`config.mk`:
```
export PLATFORM = sky130hd
export DESIGN_NAME = fir_stim_source
export DESIGN_NICKNAME = d
export VERILOG_FILES = /design/src/rtl/fir_stim_source.sv
export SDC_FILE = /design/constraint.sdc
export NUM_CORES = 1
export LEC_CHECK = 0
export BUFFER_PORTS_ARGS = -buffer_cell sky130_fd_sc_hd__buf_2
export CORE_MARGIN = 4
export CORE_UTILIZATION = 59
export DETAILED_ROUTE_END_ITERATION = 8
export PLACE_DENSITY = 0.86
export REMOVE_ABC_BUFFERS = 1
export SLEW_MARGIN = 15
export SYNTH_ARGS = -nofsm -noshare
export SYNTH_HDL_FRONTEND = slang
export SYNTH_SLANG_ARGS = --single-unit
```
`constraint.sdc`:
```
create_clock -name clk -period 3.3 [get_ports clk]
set_input_delay 0.99 -clock clk [delete_from_list [all_inputs] [get_ports clk]]
set_output_delay 0.99 -clock clk [all_outputs]
set_load 0.02 [all_outputs]
```
`src/rtl/fir_stim_source.sv`:
```
// Stimulus generator for the 21-tap FIR filters: emits a programmed waveform, then TAP-1 flush zeros.
// Optional LFSR waveform (mode 5) is built only when FIR_STIM_LFSR_EN is defined.
module fir_stim_source #(
  parameter int WORD_SIZE = 10,
  parameter int TAP       = 21,
  parameter int HOLD_W    = 8,
  parameter int LEN_W     = 16
) (
  input  logic                 clk,
  input  logic                 rst,
  input  logic                 start,
  input  logic [2:0]           mode,
  input  logic [WORD_SIZE-1:0] amplitude,
  input  logic [LEN_W-1:0]     length,
  input  logic [HOLD_W-1:0]    hold,
  input  logic                 sample_en,
  output logic [WORD_SIZE-1:0] sample_out,
  output logic                 sample_valid,
  output logic                 busy,
  output logic                 done
);

  localparam int FCW = $clog2(TAP);

  typedef enum logic [1:0] {IDLE, RUN, FLUSH, DONE} state_t;

  state_t               state, state_d;
  logic [2:0]           mode_q;
  logic [WORD_SIZE-1:0] amp_q;
  logic [LEN_W-1:0]     len_q;
  logic [HOLD_W-1:0]    hold_q;
  logic [LEN_W-1:0]     k;
  logic [FCW-1:0]       fcnt;
  logic [HOLD_W-1:0]    sq_cnt;
  logic                 sq_neg;
  logic [HOLD_W-1:0]    hmax;
  logic                 sq_last;
  logic [WORD_SIZE-1:0] neg_amp;
  logic [WORD_SIZE-1:0] wave;
  logic                 emit;
`ifdef FIR_STIM_LFSR_EN
  logic [WORD_SIZE-1:0] lfsr;
`endif

  assign busy = (state != IDLE);

  always_comb begin
    neg_amp = -amp_q;
    hmax    = (hold_q == '0) ? HOLD_W'(1) : hold_q;
    sq_last = (sq_cnt == hmax - HOLD_W'(1));
    case (mode_q)
      3'd0:    wave = (k == '0) ? amp_q : '0;
      3'd1:    wave = amp_q;
      3'd2:    wave = k[WORD_SIZE-1:0];
      3'd3:    wave = sq_neg ? neg_amp : amp_q;
      3'd4:    wave = k[0] ? neg_amp : amp_q;
`ifdef FIR_STIM_LFSR_EN
      3'd5:    wave = lfsr;
`endif
      default: wave = '0;
    endcase
  end

  always_comb begin
    state_d = state;
    emit    = 1'b0;
    case (state)
      IDLE: if (start) state_d = (length == '0) ? FLUSH : RUN;
      RUN: if (sample_en) begin
        emit = 1'b1;
        if (k == len_q - LEN_W'(1)) state_d = FLUSH;
      end
      FLUSH: if (sample_en) begin
        emit = 1'b1;
        if (fcnt == FCW'(TAP - 2)) state_d = DONE;
      end
      // DONE spends one cycle raising done, then one cycle with done high before IDLE
      DONE: if (done) state_d = IDLE;
    endcase
  end

  always_ff @(posedge clk) begin
    if (rst) begin
      state        <= IDLE;
      sample_out   <= '0;
      sample_valid <= 1'b0;
      done         <= 1'b0;
      mode_q       <= '0;
      amp_q        <= '0;
      len_q        <= '0;
      hold_q       <= '0;
      k            <= '0;
      fcnt         <= '0;
      sq_cnt       <= '0;
      sq_neg       <= 1'b0;
`ifdef FIR_STIM_LFSR_EN
      lfsr         <= WORD_SIZE'(1);
`endif
    end else begin
      state        <= state_d;
      sample_valid <= emit;
      done         <= (state == DONE) && !done;
      case (state)
        IDLE: begin
          sample_out <= '0;
          if (start) begin
            mode_q <= mode;
            amp_q  <= amplitude;
            len_q  <= length;
            hold_q <= hold;
            k      <= '0;
            fcnt   <= '0;
            sq_cnt <= '0;
            sq_neg <= 1'b0;
`ifdef FIR_STIM_LFSR_EN
            lfsr   <= WORD_SIZE'(1);
`endif
          end
        end
        RUN: if (sample_en) begin
          sample_out <= wave;
          k          <= k + LEN_W'(1);
          if (sq_last) begin
            sq_cnt <= '0;
            sq_neg <= !sq_neg;
          end else begin
            sq_cnt <= sq_cnt + HOLD_W'(1);
          end
`ifdef FIR_STIM_LFSR_EN
          lfsr <= {lfsr[WORD_SIZE-2:0], lfsr[9] ^ lfsr[6]};
`endif
        end
        FLUSH: if (sample_en) begin
          sample_out <= '0;
          fcnt       <= fcnt + FCW'(1);
        end
        DONE: if (done) sample_out <= '0;
      endcase
    end
  end

endmodule

```
==> flow_summary_export.csv <==
group,metric,value,unit
worst_setup_path,critPathKind,"reg -> reg",
sta,period_needed,3.08,ns
sta,whs,0.459,ns
yosys,async_flop_share,0,%
global_route,grt_overflow,0,
sta,hold_viol_final,0,
yosys,synth_area,0.00455,mm²
worst_setup_path,arrival,3.32,ns
min_path,hp-class,"reg -> reg",
drt,routedWlPerCell,15.0,µm
sta,period_share,93.4,%
finish,fillCellCount,618,
clock_tree,insertion_delay,0.36,ns
sta,slew_headroom,52.7,%
global_route,top_usage_layer,"met2",
floorplanning,design.die.area,0.00918,mm²
yosys,synth_top_area_share,35.6,%
floorplanning,rows,31,
sta,worst_pin_slew,0.703,ns
placed_design,port_buffers,53,
sta,tns,0,ns
pwr,irDropWorstVdd,483,µV
floorplanning,dieWidth,95.8,µm
worst_setup_path,worst-path-buf-inv,1,
worst_setup_path,crit_slowest_cell,"or4b_4",
drt,wirelength,11300,µm
clock_tree,cts_buffers,9,
clock_tree,clkTransAtPathRegs,0.08,ns
global_route,grtUsageMet1,33.1,%
run,maxCapViolCount,0,
clock_tree,cts_max_level,3,
sta,setup_slack,0.218,ns
yosys,synth_cells,610,
pwr,p_total,2.99,mW
worst_setup_path,cp.required,3.54,ns
finish,synthToLayoutAreaGrowth,11.2,%
drt,first_pass_iters,5,
floorplanning,io_pins,54,
sta,setup_violations,0,
yosys,synth_edf_count,0,
finish,drive_above_1_share,13.0,%
global_route,antenna_found_initial,0,
drt,drt_iter0_drc,242,
placed_design,hpwl,8270,µm
global_route,grt_use_met2,42.2,%
floorplanning,initial_core_util,61.8,%
global_route,grt_max_degree,39,
worst_setup_path,crit_family,"compound AO/OA/AOI/OAI gates",
pwr,p_per_area,590,mW/mm²
global_route,grt_first_pass_wirelength,18700,µm
yosys,synth_cell_types,54,
floorplanning,core-area,0.00737,mm²
worst_setup_path,cpPeakStageDelay,0.54,ns
sta,grt_setup_unrepaired,"false",
yosys,syn-mean-instance-area,7.46,µm²
pwr,p_leak,1.97,nW
clock_tree,postCtsSetupBuffers,0,
finish,multi_input_area,0.00274,mm²
worst_setup_path,crit_path_max_fanout,8,
finish,diodes,0,
drt,via_count,4450,
yosys,synthTopCellsByArea,"dfxtp_1, nand2_1, a21oi_1, xnor2_1, nor2_1",
global_route,grt_pass1_vias,4126,
global_route,grtUsageMet3,5.39,%
yosys,ys_ff_latch,81,
yosys,synth_top_area_cell,"dfxtp_1",
drt,vias_per_cell,5.92,
drt,ant_nets,0,
clock_tree,cts_max_path_buffers,2,
yosys,ys.flop_type,"dfxtp_1",
status,status,"finished, final reports clean",
finish,fin_nets,700,
finish,final_core_util,68.7,%
yosys,yosysSeqAreaShare,35.6,%
yosys,ys_warn_count,0,
clock_tree,cts-root-buf,"clkbuf_8",
worst_setup_path,cp_cell_sequence,"inv_1 -> ha_1 -> or4b_4 -> or3_1 -> a211oi_1 -> o21ai_0 -> a2111oi_2 -> a22oi_1 -> mux2_1",
global_route,grt_use_total,25.4,%
sta,slew_violations,0,
drt,drcViolationCount,0,
placed_design,dp_slack,0.149,ns
sta,fmax,324,MHz
floorplanning,die_h,95.8,µm
finish,register_area,0.00162,mm²
worst_setup_path,worst_setup_path_end_kind,"flop",
clock_tree,cts_num_sinks,81,
worst_setup_path,critPathLaunchType,"flop",
sta,finClkSkew,0.0123,ns
clock_tree,cts_tree,"yes",
placed_design,gp_congestion,0.977,
==> registers in the layout (all words and copies together) (netlist names) <==
register	flops
amp_q	10
len_q	16
sample_out	10
k	16
sample_valid	1
mode_q	3
sq_cnt	8
state	2
fcnt	5
hold_q	8
done	1
sq_neg	1
==> synthesized netlist by cell type, drive strengths merged (7+ instances only) <==
master / instances
nand2b: 8
nand2: 117
ha: 11
nand3: 14
inv: 18
nand4: 10
clkbuf: 26
a31oi: 8
xor2: 18
a22oi: 7
xnor2: 25
dfxtp: 81
a21oi: 67
nor2: 54
o21ai: 28
or3: 11
nor3: 15
nor4: 13
==> per-layer routing <==
metal | wire length (µm) | part of all wire (%)
met1 | 5000 | 44
met2 | 5420 | 48
met3 | 706 | 6.2
met4 | 183 | 1.6
met5 | 0 | 0
==> tightest hold or removal path: stages, from the launching register on <==
cell     delay [ns]
dfxtp_1        0.32
nand2_1        0.05
a21oi_1        0.05
==> timing repair <==
action                     CTS  global route
hold buffers                 0             0
gates resized for setup      0             1
setup endpoints to repair    0             9
hold endpoints to repair     0             0
==> metrics by stage <==
stage | cells | instance area [µm²]
floorplan | 578 | 4420
global placement | 736 | 4860
detailed placement | 736 | 4860
CTS | 752 | 5060
global route | 752 | 5060
finish | 752 | 5060
==> path summary, 6_finish.rpt <==
check	start	slack (ns)	cells after the start	to
hold reg to reg	sample_out[7]$_SDFFE_PP0P_	0.46	2	sample_out[7]$_SDFFE_PP0P_
hold / removal	sample_out[7]$_SDFFE_PP0P_	0.46	2	sample_out[7]$_SDFFE_PP0P_
setup / recovery	len_q[0]$_SDFFE_PP0P_	0.22	9	state[0]$_SDFFE_PP0P_
setup reg to reg	len_q[0]$_SDFFE_PP0P_	0.22	9	state[0]$_SDFFE_PP0P_
==> cell type report <==
cell class	count	area share (%)
clock buffer	13	3.53
clock inverter	3	0.420
inverter	18	1.33
multi-input combinational	479	54.1
sequential	81	32.0
tap	99	2.45
timing repair buffer	59	6.13
==> cell families after synthesis <==
kind of cell             Yosys count  share of synthesized area, %
AND/OR/NAND/NOR                  286                          30.4
XOR/XNOR                          43                          8.27
buffers and inverters             50                          4.32
adder cells (fa/ha/maj)           11                          3.02
multiplexers                       6                          1.43
flip-flops                        81                          35.6
AO/OA/AOI/OAI                    133                          16.9
==> where the power goes <==
part	total, mW	internal [mW]	switching (mW)
logic	1.08	0.406	0.678
clock network	0.719	0.357	0.362
registers	1.19	1.06	0.122
==> cells in the final DEF, fill, tap and decap left out, types with 13 or more instances in the layout <==
| cell | instances |
|---|---|
| xor2_1 | 18 |
| nor3_1 | 15 |
| nor2_1 | 54 |
| nand2_1 | 117 |
| inv_1 | 18 |
| o21ai_0 | 28 |
| a21oi_1 | 67 |
| xnor2_1 | 25 |
| clkbuf_8 | 13 |
| dfxtp_1 | 81 |
| buf_2 | 53 |
| nand3_1 | 14 |
No activity file was read; power rests on OpenSTA's default activity.
